[config.mk]
export PLATFORM = sky130hd
export DESIGN_NAME = if_sequencer
export DESIGN_NICKNAME = d
export VERILOG_FILES = /design/src/rtl/if_sequencer.sv
export SDC_FILE = /design/constraint.sdc
export NUM_CORES = 1
export LEC_CHECK = 0
export CAP_MARGIN = 20
export CORE_ASPECT_RATIO = 0.6
export CORE_MARGIN = 2
export CORE_UTILIZATION = 45
export CTS_BUF_LIST = sky130_fd_sc_hd__clkbuf_4
export CTS_CLUSTER_SIZE = 10
export DETAILED_ROUTE_END_ITERATION = 10
export DONT_BUFFER_PORTS = 1
export GPL_ROUTABILITY_DRIVEN = 0
export REMOVE_ABC_BUFFERS = 1
export SLEW_MARGIN = 15
export SYNTH_ARGS = -nofsm -noshare
export SYNTH_HDL_FRONTEND = slang
export SYNTH_SLANG_ARGS = --single-unit
[constraint.sdc]
create_clock -name clk -period 4.4 [get_ports clk]
set_input_delay 0.44 -clock clk [delete_from_list [all_inputs] [get_ports clk]]
set_output_delay 0.44 -clock clk [all_outputs]
set_load 0.05 [all_outputs]
[src/rtl/if_sequencer.sv]
// Instruction-fetch sequencer: owns the PC, runs the imem req/ack handshake and holds the fetched word for decode.
// Optional FETCH_ALIGN_CHECK_EN: misaligned redirect targets fault to ERR instead of being truncated.
module if_sequencer #(
  parameter logic [31:0] RESET_PC = 32'h0000_0000,
  parameter logic [31:0] PC_LIMIT = 32'd1024
) (
  input  logic        clk,
  input  logic        rst,
  input  logic        stall,
  input  logic        redirect_valid,
  input  logic [31:0] redirect_pc,
  output logic        imem_req,
  output logic [31:0] imem_addr,
  input  logic        imem_ack,
  input  logic [31:0] imem_rdata,
  output logic        inst_valid,
  input  logic        inst_ready,
  output logic [31:0] inst_pc,
  output logic [31:0] inst_data,
  output logic        fetch_err
);

  typedef enum logic [1:0] {IDLE, FETCH, VALID, ERR} state_e;

`ifdef FETCH_ALIGN_CHECK_EN
  localparam bit ALIGN_CHECK = 1'b1;
`else
  localparam bit ALIGN_CHECK = 1'b0;
`endif

  state_e      state_q, state_d;
  logic [31:0] pc_q, pc_d;
  logic [31:0] inst_pc_q, inst_pc_d;
  logic [31:0] inst_data_q, inst_data_d;
  logic [31:0] pend_pc_q, pend_pc_d;
  logic        squash_q, squash_d;
  logic [31:0] redir_pc;
  logic [31:0] tgt;

  // Without the check the low bits are dropped so the target is always word aligned.
  assign redir_pc = ALIGN_CHECK ? redirect_pc : {redirect_pc[31:2], 2'b00};

  function automatic logic misaligned(input logic [31:0] a);
    return ALIGN_CHECK && (a[1:0] != 2'b00);
  endfunction

  function automatic state_e range_state(input logic [31:0] a);
    return ((PC_LIMIT != 32'd0) && (a >= PC_LIMIT)) ? ERR : FETCH;
  endfunction

  function automatic state_e redir_state(input logic [31:0] a);
    return misaligned(a) ? ERR : range_state(a);
  endfunction

  always_comb begin
    state_d     = state_q;
    pc_d        = pc_q;
    inst_pc_d   = inst_pc_q;
    inst_data_d = inst_data_q;
    pend_pc_d   = pend_pc_q;
    squash_d    = squash_q;
    tgt         = pend_pc_q;
    case (state_q)
      IDLE: state_d = range_state(pc_q);
      FETCH: begin
        if (imem_ack) begin
          if (squash_q || redirect_valid) begin
            // A redirect arriving together with the ack overrides any older pending one.
            tgt      = redirect_valid ? redir_pc : pend_pc_q;
            pc_d     = tgt;
            squash_d = 1'b0;
            state_d  = redir_state(tgt);
          end else begin
            inst_data_d = imem_rdata;
            inst_pc_d   = pc_q;
            pc_d        = pc_q + 32'd4;
            state_d     = VALID;
          end
        end else if (redirect_valid) begin
          pend_pc_d = redir_pc;
          squash_d  = 1'b1;
        end
      end
      VALID: begin
        if (redirect_valid) begin
          pc_d    = redir_pc;
          state_d = redir_state(redir_pc);
        end else if (inst_ready && !stall) begin
          state_d = range_state(pc_q);
        end
      end
      ERR: begin
        if (redirect_valid) begin
          pc_d    = redir_pc;
          state_d = redir_state(redir_pc);
        end
      end
      default: state_d = IDLE;
    endcase
  end

  always_ff @(posedge clk) begin
    if (rst) begin
      state_q     <= IDLE;
      pc_q        <= RESET_PC;
      inst_pc_q   <= 32'd0;
      inst_data_q <= 32'd0;
      pend_pc_q   <= 32'd0;
      squash_q    <= 1'b0;
    end else begin
      state_q     <= state_d;
      pc_q        <= pc_d;
      inst_pc_q   <= inst_pc_d;
      inst_data_q <= inst_data_d;
      pend_pc_q   <= pend_pc_d;
      squash_q    <= squash_d;
    end
  end

  assign imem_req   = (state_q == FETCH);
  assign imem_addr  = pc_q;
  assign inst_valid = (state_q == VALID);
  assign fetch_err  = (state_q == ERR);
  assign inst_pc    = inst_pc_q;
  assign inst_data  = inst_data_q;

endmodule
==> results.json <==
{
  "status": "completed",
  "grt_util_met1": 0.3526,
  "grt_pass1_vias": 5589,
  "fin_nets": 877,
  "power_density_nw_per_um2": 414.2,
  "fp.dieW_um": 153.7,
  "slew_viol_final": 0,
  "skew_ns": 0.03008,
  "first_pass_iters": 6,
  "cp_max_fo": 13,
  "grt_max_degree": 122,
  "synthTopCellsByArea": "dfxtp_1 43%, nand2_1 14%, a21oi_1 10%",
  "cap_violations": 0,
  "synth_area_um2": 6048,
  "end_kind": "flip-flop",
  "avgSynthCellArea_um2": 7.542,
  "regArea_um2": 2623,
  "antenna_cells": 0,
  "core_area_um2": 12970,
  "grt_pass1_wl_um": 29860,
  "yosysTopAreaCellShare": 0.4336,
  "finalSetupTns_ns": 0,
  "cp_slowest_cell": "nor4_4",
  "fin_cells": 988,
  "crit_cells": 5,
  "fillers": 1267,
  "synth_cells": 802,
  "fmax_ghz": 0.3352,
  "drt-initial-drc-count": 589,
  "r2r_end": "imem_addr[30]",
  "synth_cell_type_count": 60,
  "wl_per_cell_um": 19.67,
  "multi_input_area_um2": 3088,
  "ys_warn_count": 0,
  "grt_util_met2": 0.4093,
  "placedCellCount": 916,
  "ys_ff_latch": 131,
  "cts_root_buffer": "clkbuf_4",
  "post_cts_buffers": 0,
  "hold-path-cell-count": 2,
  "avgViaCountPerCell": 6.086,
  "io-pin-count": 169,
  "tightest_slew_ns": 1.034,
  "fin_crit_ns": 2.984,
  "crit_arrival_ns": 3.42,
  "vdd_drop_max_v": 0.0001592,
  "layout_common_cells": "233 x nand2_1, 131 x dfxtp_1, 121 x a21oi_1, 39 x dlygate4sd3_1, 30 x nand3_1",
  "start_kind": "flip-flop",
  "rrSetupSlack_ns": 1.42,
  "leakagePower_nw": 2.248,
  "cp_data_required_time_ns": 4.83,
  "hp-start": "imem_rdata[8]",
  "dieHeight_um": 93.80,
  "dieArea_um2": 14410,
  "crit_family": "simple AND/OR/NAND/NOR gates",
  "synthArstFlopShare": 0,
  "cts_buffers": 17,
  "cp_cell_sequence": "nand4_2, nor4_4, nand3_1, o311a_1, a311oi_2",
  "critPathMaxStageDelay_ns": 0.90,
  "clock_sinks": 131,
  "drc_errors": 0,
  "routed_wl_um": 19430,
  "rows": 32,
  "worstSetupPathType": "reg -> reg",
  "clk_latency_ns": 0.54,
  "setup_viol": 0,
  "synth_top_cell_by_area": "dfxtp_1",
  "fin_crit_sh": 0.6781,
  "track_usage": 0.2622,
  "hold_class": "in -> reg",
  "drive_gt1_frac": 0.07579,
  "grt_busiest_layer": "met2",
  "relSlewSlack": 0.3105,
  "area_growth_pct": 11.71,
  "synth_flop_cell": "dfxtp_1",
  "start_util": 0.4662,
  "synth_edf_count": 0,
  "clk_pin_slew_worst_paths_ns": 0.13,
  "rsz0062_at_grt": "no",
  "dpl.hpwl_um": 12490,
  "antenna_found_initial": 0,
  "endpoint": "imem_addr[30]",
  "grt_overflow": 0,
  "r2r_cells": 5,
  "hold_viol_final": 0,
  "path_buf_inv": 0,
  "final_common_cell": "nand2_1",
  "postCtsResizedCells": 0,
  "timing.rr.start": "imem_addr[10]",
  "cts_buffer_depth": 2,
  "vias": 6013,
  "cts_tree": "built",
  "portBuffers": 0,
  "yosysSeqAreaShare": 0.4336,
  "cts_max_level": 4,
  "crit_start": "imem_addr[10]",
  "grtUsageMet3": 0.07841,
  "antenna_left": 0
}
flip-flops by register name, summed over array words and instances, names as in the netlist:
signal / cells
imem_addr: 32
inst_data: 32
inst_pc: 32
pend_pc_q: 32
state_q: 2
squash_q: 1
worst reg2reg max path: cells and delay by family, from the launching register on:
kind / cells / cell delay, ns
AO/OA/AOI/OAI: 2 / 0.60
flip-flops: 1 / 0.87
AND/OR/NAND/NOR: 3 / 1.41
kinds of logic after synthesis:
group,synth area share
multiplexers,0.003517
AO/OA/AOI/OAI,0.2042
flip-flops,0.4336
AND/OR/NAND/NOR,0.2985
adder cells (fa/ha/maj),0.004137
buffers and inverters,0.05606
how the worst min path moves through the flow:
stage / endpoint / slack [ns]
after floorplan: pend_pc_q[3] / 0.43
after global placement: pend_pc_q[9] / 0.44
after detailed placement: pend_pc_q[9] / 0.44
after CTS: inst_data[8] / 0.0005
after global routing: inst_data[8] / 0.002
final: inst_data[8] / 0.03
cell type report:
type                       instances  area share
multi-input combinational        596      0.4570
sequential                       131      0.3881
clock inverter                    15     0.02296
inverter                           6    0.003333
timing repair buffer              53     0.07815
clock buffer                      17     0.01889
tap                              170     0.03148
per-layer routing:
metal  share of wire  vias up
li1                -     2834
met1            0.44     2860
met2            0.45      293
met3           0.096       26
met4           0.014        0
met5               0        -
metrics by stage:
stage / hold slack [ns] / setup WS [ns] / instance area (µm²) / power, mW / util
6_report: 0.03147 / 1.416 / 6756 / 2.799 / 0.5208
5_1_grt: 0.001510 / 1.295 / 6756 / 2.919 / 0.5208
4_1_cts: 0.0005473 / 1.447 / 6706 / 2.809 / 0.5170
3_5_place_dp: 0.4414 / 1.506 / 6056 / 1.940 / 0.4668
3_3_place_gp: 0.4372 / 1.587 / 6056 / 1.928 / 0.4668
2_1_floorplan: 0.4300 / 1.713 / 5732 / 1.790 / -
cells in the mapped netlist (9+ instances only):
library cell and count:
nand2_1 233, dfxtp_1 131, a21oi_1 121, clkbuf_1 39, nand3_1 30, nor2_1 26
o21ai_0 23, nor4_1 20, buf_2 18, nor3_1 15, nand4_1 13, a31oi_1 10
and3_1 10, a211oi_1 9
where the power goes:
group,total [mW],switching (mW),internal (mW)
Sequential,1.53,0.280,1.25
Clock,0.828,0.488,0.340
Combinational,0.441,0.284,0.157
Total,2.80,1.05,1.75
repair_timing:
| action | in CTS | in global routing |
|---|---|---|
| hold buffers | 35 | 5 |
| endpoints found under the hold margin | 121 | 5 |
| endpoints found under the setup margin | 0 | 0 |
No activity file was read; power rests on OpenSTA's default activity.
